==> config.mk <==
export PLATFORM = sky130hd
export DESIGN_NAME = regfile_write_arbiter
export DESIGN_NICKNAME = d
export VERILOG_FILES = /design/src/rtl/regfile_write_arbiter.sv
export SDC_FILE = /design/constraint.sdc
export NUM_CORES = 1
export LEC_CHECK = 0
export BUFFER_PORTS_ARGS = -buffer_cell sky130_fd_sc_hd__buf_2
export CAP_MARGIN = 0
export CORE_MARGIN = 2
export CORE_UTILIZATION = 46
export DETAILED_ROUTE_END_ITERATION = 8
export PLACE_DENSITY = 0.75
export SLEW_MARGIN = 20
export SYNTH_ARGS = -nofsm -noshare
export SYNTH_HDL_FRONTEND = slang
export SYNTH_SLANG_ARGS = --single-unit
==> constraint.sdc <==
create_clock -name clk -period 1.4 [get_ports clk]
set_input_delay 0.07 -clock clk [delete_from_list [all_inputs] [get_ports clk]]
set_output_delay 0.07 -clock clk [all_outputs]
set_load 0.03 [all_outputs]
==> src/rtl/regfile_write_arbiter.sv <==
// Two-requester write arbiter in front of a register file write port, with an optional
// per-register pending-write scoreboard enabled by defining REGFILE_ARB_SCOREBOARD_EN.
module regfile_write_arbiter #(
    parameter int ADDR_W = 5,
    parameter int DATA_W = 32
) (
    input  logic                     clk,
    input  logic                     rst,
    input  logic                     ReqV0,
    input  logic [ADDR_W-1:0]        ReqA0,
    input  logic [DATA_W-1:0]        ReqD0,
    output logic                     ReqR0,
    input  logic                     ReqV1,
    input  logic [ADDR_W-1:0]        ReqA1,
    input  logic [DATA_W-1:0]        ReqD1,
    output logic                     ReqR1,
    input  logic                     ResvV,
    input  logic [ADDR_W-1:0]        ResvA,
    output logic                     WE3,
    output logic [ADDR_W-1:0]        A3,
    output logic [DATA_W-1:0]        WD3,
    output logic [(1<<ADDR_W)-1:0]   Busy,
    output logic                     Idle
);

    localparam int NREG = 1 << ADDR_W;

    // Handshake: a requester transfers when ReqVn and ReqRn are both high at a rising edge.
    // ReqRn depends only on buffer state and the current grant, never on ReqVn.
    logic              buf_v0, buf_v1;
    logic [ADDR_W-1:0] buf_a0, buf_a1;
    logic [DATA_W-1:0] buf_d0, buf_d1;
    logic              last;

    logic              gnt0, gnt1, gnt_any;
    logic [ADDR_W-1:0] sel_a;
    logic [DATA_W-1:0] sel_d;

    // With both buffers valid the requester that did not win last time is served.
    always_comb begin
        gnt0    = buf_v0 & (~buf_v1 | last);
        gnt1    = buf_v1 & (~buf_v0 | ~last);
        gnt_any = gnt0 | gnt1;
        sel_a   = gnt0 ? buf_a0 : buf_a1;
        sel_d   = gnt0 ? buf_d0 : buf_d1;
    end

    assign ReqR0 = ~buf_v0 | gnt0;
    assign ReqR1 = ~buf_v1 | gnt1;
    assign Idle  = ~buf_v0 & ~buf_v1 & ~WE3;

    always_ff @(posedge clk or negedge rst) begin
        if (!rst) begin
            buf_v0 <= 1'b0;
            buf_a0 <= '0;
            buf_d0 <= '0;
        end else if (ReqV0 && ReqR0) begin
            buf_v0 <= 1'b1;
            buf_a0 <= ReqA0;
            buf_d0 <= ReqD0;
        end else if (gnt0) begin
            buf_v0 <= 1'b0;
        end
    end

    always_ff @(posedge clk or negedge rst) begin
        if (!rst) begin
            buf_v1 <= 1'b0;
            buf_a1 <= '0;
            buf_d1 <= '0;
        end else if (ReqV1 && ReqR1) begin
            buf_v1 <= 1'b1;
            buf_a1 <= ReqA1;
            buf_d1 <= ReqD1;
        end else if (gnt1) begin
            buf_v1 <= 1'b0;
        end
    end

    // Address 0 is dequeued like any other write but never raises WE3.
    always_ff @(posedge clk or negedge rst) begin
        if (!rst) begin
            last <= 1'b1;
            WE3  <= 1'b0;
            A3   <= '0;
            WD3  <= '0;
        end else if (gnt_any) begin
            last <= gnt1;
            WE3  <= (sel_a != '0);
            A3   <= sel_a;
            WD3  <= sel_d;
        end else begin
            WE3  <= 1'b0;
        end
    end

`ifdef REGFILE_ARB_SCOREBOARD_EN
    logic [NREG-1:0] busy_q, busy_d;

    // Clear is applied before set so a same-edge reservation of the retiring register wins.
    always_comb begin
        busy_d = busy_q;
        if (WE3) busy_d[A3] = 1'b0;
        if (ResvV && (ResvA != '0)) busy_d[ResvA] = 1'b1;
        busy_d[0] = 1'b0;
    end

    always_ff @(posedge clk or negedge rst) begin
        if (!rst) busy_q <= '0;
        else      busy_q <= busy_d;
    end

    assign Busy = busy_q;
`else
    logic unused_resv;
    assign unused_resv = ^{ResvV, ResvA};
    assign Busy        = {NREG{1'b0}};
`endif

endmodule

## Yosys cells after proc, flatten, opt, wreduce, memory -nomap -nowiden

Cells that the tools add are included.
W data, S select, Z words.

| word-level totals | value |
|---|---|
| bits in registers | 115 |
| input port bits | 84 |
| logic and storage cells | 35 |

| operators by class | value |
|---|---|
| muxes and demuxes | 7 |
| bitwise gates (word level) | 13 |
| reductions and logical operators | 5 |

Operators by type and width:

| operator | number |
|---|---|
| $mux W32 | 1 |
| $mux W1 | 5 |
| $mux W5 | 1 |
| $or A1 B1 Y1 | 5 |
| $reduce_bool A5 Y1 | 1 |
| $and A1 B1 Y1 | 4 |
| $not A1 Y1 | 4 |
| $reduce_bool A2 Y1 | 2 |
| $logic_and A1 B1 Y1 | 2 |

## Logic depth before layout (Yosys ltp)

| logic depth | value |
|---|---|
| depth after elaboration | 6 |
| mapped depth | 6 |
| gate-level depth less buffers | 3 |

## Worst setup path after synthesis

No wires, ideal clock.

| timing path | value |
|---|---|
| path type | register to register |
| start | reg buf_v0 |
| end | reg buf_a0[4] |
| library setup time | 0.125 ns |
| arrival time | 1.557 ns |
| required time | 1.275 ns |
| path slack | -0.282 ns |
| stages on the path, launching flop included | 6 |
| buffers on the path | 2 |
| period minus slack after synthesis | 1.682 ns |
| cell sequence | dfrtp_1 > buf_4 > nand3b_1 > nand2_4 > buf_4 > mux2_2 |

| on the way | value |
|---|---|
| cells in the longest elaborated chain, start to end | 3 |
| elaborated cells on any way between the ends | 4 |
| those cells by class | bitwise (3); reduce/logical (1) |

Ends and longest elaborated chain:

| element | RTL line | text |
|---|---|---|
| from (decl) | 30 | `logic buf_v0, buf_v1;` |
| from (signal assigned) | 54 | `buf_v0 <= 1'b0;` |
| from (signal assigned) | 58 | `buf_v0 <= 1'b1;` |
| from (signal assigned) | 62 | `buf_v0 <= 1'b0;` |
| $and A1 B1 Y1 or $not A1 Y1 (tied branches) | 41, 48 |  |
| $or A1 B1 Y1 * | 48 | `assign ReqR0 = ~buf_v0 \| gnt0;` |
| net ReqR0 | 12 | `output logic ReqR0,` |
| $logic_and A1 B1 Y1 * | 57 | `end else if (ReqV0 && ReqR0) begin` |
| to (signal assigned) | 59 | `buf_a0 <= ReqA0;` |
| to (decl) | 31 | `logic [ADDR_W-1:0] buf_a0, buf_a1;` |

The timed path passes the listed nets; every way through them passes the cells marked *.
A chain may end at the register's enable or synchronous reset.

## Worst setup path in the final report

| timing path | value |
|---|---|
| start | reg last |
| end | reg buf_d0[24] |

| on the way | value |
|---|---|
| cells in the longest elaborated chain, start to end | 4 |

Ends and longest elaborated chain:

| element | RTL line | text |
|---|---|---|
| from (decl) | 33 | `logic last;` |
| from (signal assigned) | 88 | `last <= gnt1;` |
| $or A1 B1 Y1 | 41 | `gnt0 = buf_v0 & (~buf_v1 \| last);` |
| $and A1 B1 Y1 | 41 |  |
| $or A1 B1 Y1 | 48 |  |
| $logic_and A1 B1 Y1 | 57 |  |
| to (signal assigned) | 60 | `buf_d0 <= ReqD0;` |
| to (decl) | 32 | `logic [DATA_W-1:0] buf_d0, buf_d1;` |

No other way between the ends.

==> flow_summary.toml <==
[worst_setup_path]
crit_type = "reg2reg"
cp-start-kind = "flop"
r2r_cells = 6
cp_max_fo = 6
rrSetupSlack_ns = -0.21
arrival_ns = 2.00
cp-end-kind = "flop"
cp_data_required_time_ns = 1.80
rr_startpoint = "last"
r2r-end = "buf_d0[24]"

[timing]
slew_viol_final = 0
rsz0062_at_grt = "yes"
setup_ws_ns = -0.205
hold_violations = 0
min_period_ns = 1.61
finalSetupViolCount = 115
min_period_over_period_pct = 115
fmaxAchievable_ghz = 0.623
skew_ns = 0.00695
tns_ns = -14.41

[clocking]
cts_buffer_depth = 2
htreeDepth = 4
cts_made_buffers = 17
cts_tree = "done"
clock_sinks = 115
clk_pin_slew_ns = 0.06
cts_root_buf = "clkbuf_8"
clkLatencyLatePin_ns = 0.52

[yosys]
synth.cell_area_um2 = 5060
synthFlopType = "dfrtp_1"
ys_types = 27
syn_inst = 376
synth_edf_count = 0
synth_warnings = 0
synth-async-reset-ratio_pct = 100
seq_area_frac_synth_pct = 56.8
synth_seq_cells = 115
syn_avg_cell_area_um2 = 13.5

[layout]
areaGrowthSynthToFinish_pct = 55.0
drive_above_1_share_pct = 45.7
finish.utilization_pct = 72.7
num-fill-cells = 692
diodes = 0
instances_no_fill = 766
nets = 697

[placed_design]
post-place-cells = 629
finalWeightedCongestion = 0.784
hpwl_um = 7480
io_buffers = 118

[power]
leakage_nw = 3.81
p_switching_mw = 5.28
seqPwrFrac_pct = 33.1
p_per_area_nw_per_um2 = 1990
ir_drop_mv = 1.06
internal_power_mw = 10.3
switching_share_pct = 33.8
p_clk_share_pct = 29.1
pwr-share-comb_pct = 37.7

[global_routing]
grt_remaining_overflow = 0
grt_pass1_vias = 4272
track_usage_pct = 25.2
grt_pass1_wl_um = 22000
antenna_found_initial = 0
grt_max_degree = 52

[floorplan]
die_h_um = 109
die_area_um2 = 11900
die_width_um = 109
start_util_pct = 46.9
core_um2 = 10800
io_pins = 157
rows = 38

[routing]
routed_wl_um = 14500
vias_per_cell = 5.23
wl_met1_um = 5850
drt_iter0_markers = 147
wl_per_cell_um = 19.0
ant_nets = 0
met3_length_um = 775
first_pass_iters = 4
wl_met2_um = 7710
drc = 0
vias = 4005
maxUsedRoutingLayer = "met4"

[flow_run]
maxCapViolCount = 0

[run_status]
status = "finished with violations"
violations = "negative setup slack"

[min_path]
hp-class = "in2async"
registers in the layout, summed over array words and instances, names as in the netlist:
name / count
A3: 5
WD3: 32
WE3: 1
buf_a0: 5
buf_a1: 5
buf_d0: 32
buf_d1: 32
buf_v0: 1
buf_v1: 1
last: 1
through the flow:
| step | total power, mW | hold WS, ns | setup WS [ns] | cell area [um2] |
|---|---|---|---|---|
| 5_1_grt | 16.3 | 0.0533 | -0.244 | 7850 |
| 6_report | 15.6 | 0.0463 | -0.205 | 7850 |
| 3_3_place_gp | 9.80 | 0.0204 | -0.124 | 5860 |
| 2_1_floorplan | 8.47 | -0.226 | -0.245 | 5220 |
| 4_1_cts | 15.4 | 0.0155 | -0.193 | 7700 |
| 3_5_place_dp | 9.98 | 0.0274 | -0.0910 | 5860 |
area by class of cell:
type	instances	area, um2	area share [%]
clock buffer	22	473	6.02
clock inverter	10	153	1.94
inverter	1	3.75	0.0478
multi-input combinational	233	2070	26.3
sequential	115	2880	36.7
tap	140	175	2.23
timing repair buffer	245	2100	26.7
cells in the final DEF (no fill, tap or decap), types with 2 or more instances in the layout:
| master | n |
|---|---|
| mux2_2 | 45 |
| nor2b_1 | 36 |
| a221o_1 | 37 |
| mux2_4 | 28 |
| and3_1 | 37 |
| conb_1 | 32 |
| buf_16 | 3 |
| buf_2 | 115 |
| dfrtp_1 | 112 |
| dfrtp_2 | 2 |
| buf_4 | 15 |
| buf_6 | 19 |
| clkbuf_16 | 19 |
| bufinv_16 | 4 |
| buf_12 | 11 |
| nand2b_1 | 2 |
| clkinv_2 | 5 |
| clkbuf_8 | 5 |
| dlygate4sd3_1 | 77 |
synthesized netlist by cell type (2+ instances only):
| library cell | instances | area, um2 |
|---|---|---|
| buf_6 | 4 | 45.0 |
| mux2_2 | 69 | 777 |
| a221o_1 | 37 | 370 |
| or4_1 | 2 | 15.0 |
| buf_2 | 4 | 20.0 |
| dfrtp_1 | 114 | 2850 |
| nand2b_1 | 3 | 18.8 |
| mux2_1 | 5 | 56.3 |
| clkbuf_1 | 9 | 33.8 |
| buf_4 | 40 | 300 |
| and3_1 | 37 | 231 |
| nor2b_1 | 37 | 231 |
worst max-delay path, stage by stage, from the launching register on:
cell and delay, ns:
dfstp_2 0.55, nand3b_1 0.15, buf_4 0.14, nand2_4 0.05, buf_12 0.14, clkbuf_16 0.16
mux2_4 0.30
worst max path at each step:
stage,end,cells past startpoint,slack [ns],start
after floorplan,buf_a0[2],5,-0.24,buf_v0
after global placement,WE3,4,-0.12,last
after detailed placement,buf_d0[14],4,-0.09,buf_v0
after CTS,Idle,4,-0.19,buf_v0
after global routing,buf_d0[24],6,-0.24,last
final,buf_d0[24],6,-0.21,last
power by group through the flow:
stage          logic (mW)  registers [mW]  clock network (mW)
2_1_floorplan        2.37            6.10                   0
3_3_place_gp         4.68            5.12                   0
3_5_place_dp         4.82            5.15                   0
4_1_cts              5.66            5.13                4.60
5_1_grt              6.23            5.29                4.79
6_report             5.88            5.17                4.54
per-layer routing:
layer  up-vias  track usage, %
li1       1779               -
met1      2036            30.4
met2       174            43.9
met3        16            6.75
met4         0            7.97
met5         -               0
repair_timing:
item	CTS	global route
endpoints found under the setup margin	111	115
endpoints found under the hold margin	190	0
pin swaps	3	4
cloned	7	3
resized for setup	40	23
hold buffers	77	0
buffers inserted	14	7
kinds of logic after synthesis:
group / after synthesis / share of synthesized area, %
and+or+nand+nor: 87 / 10.9
buffers and inverters: 59 / 8.03
DFF: 115 / 56.8
AOI/OAI and AO/OA: 40 / 7.73
other: 1 / 0.0740
muxes: 74 / 16.5
(Power assumes the default switching activity.)
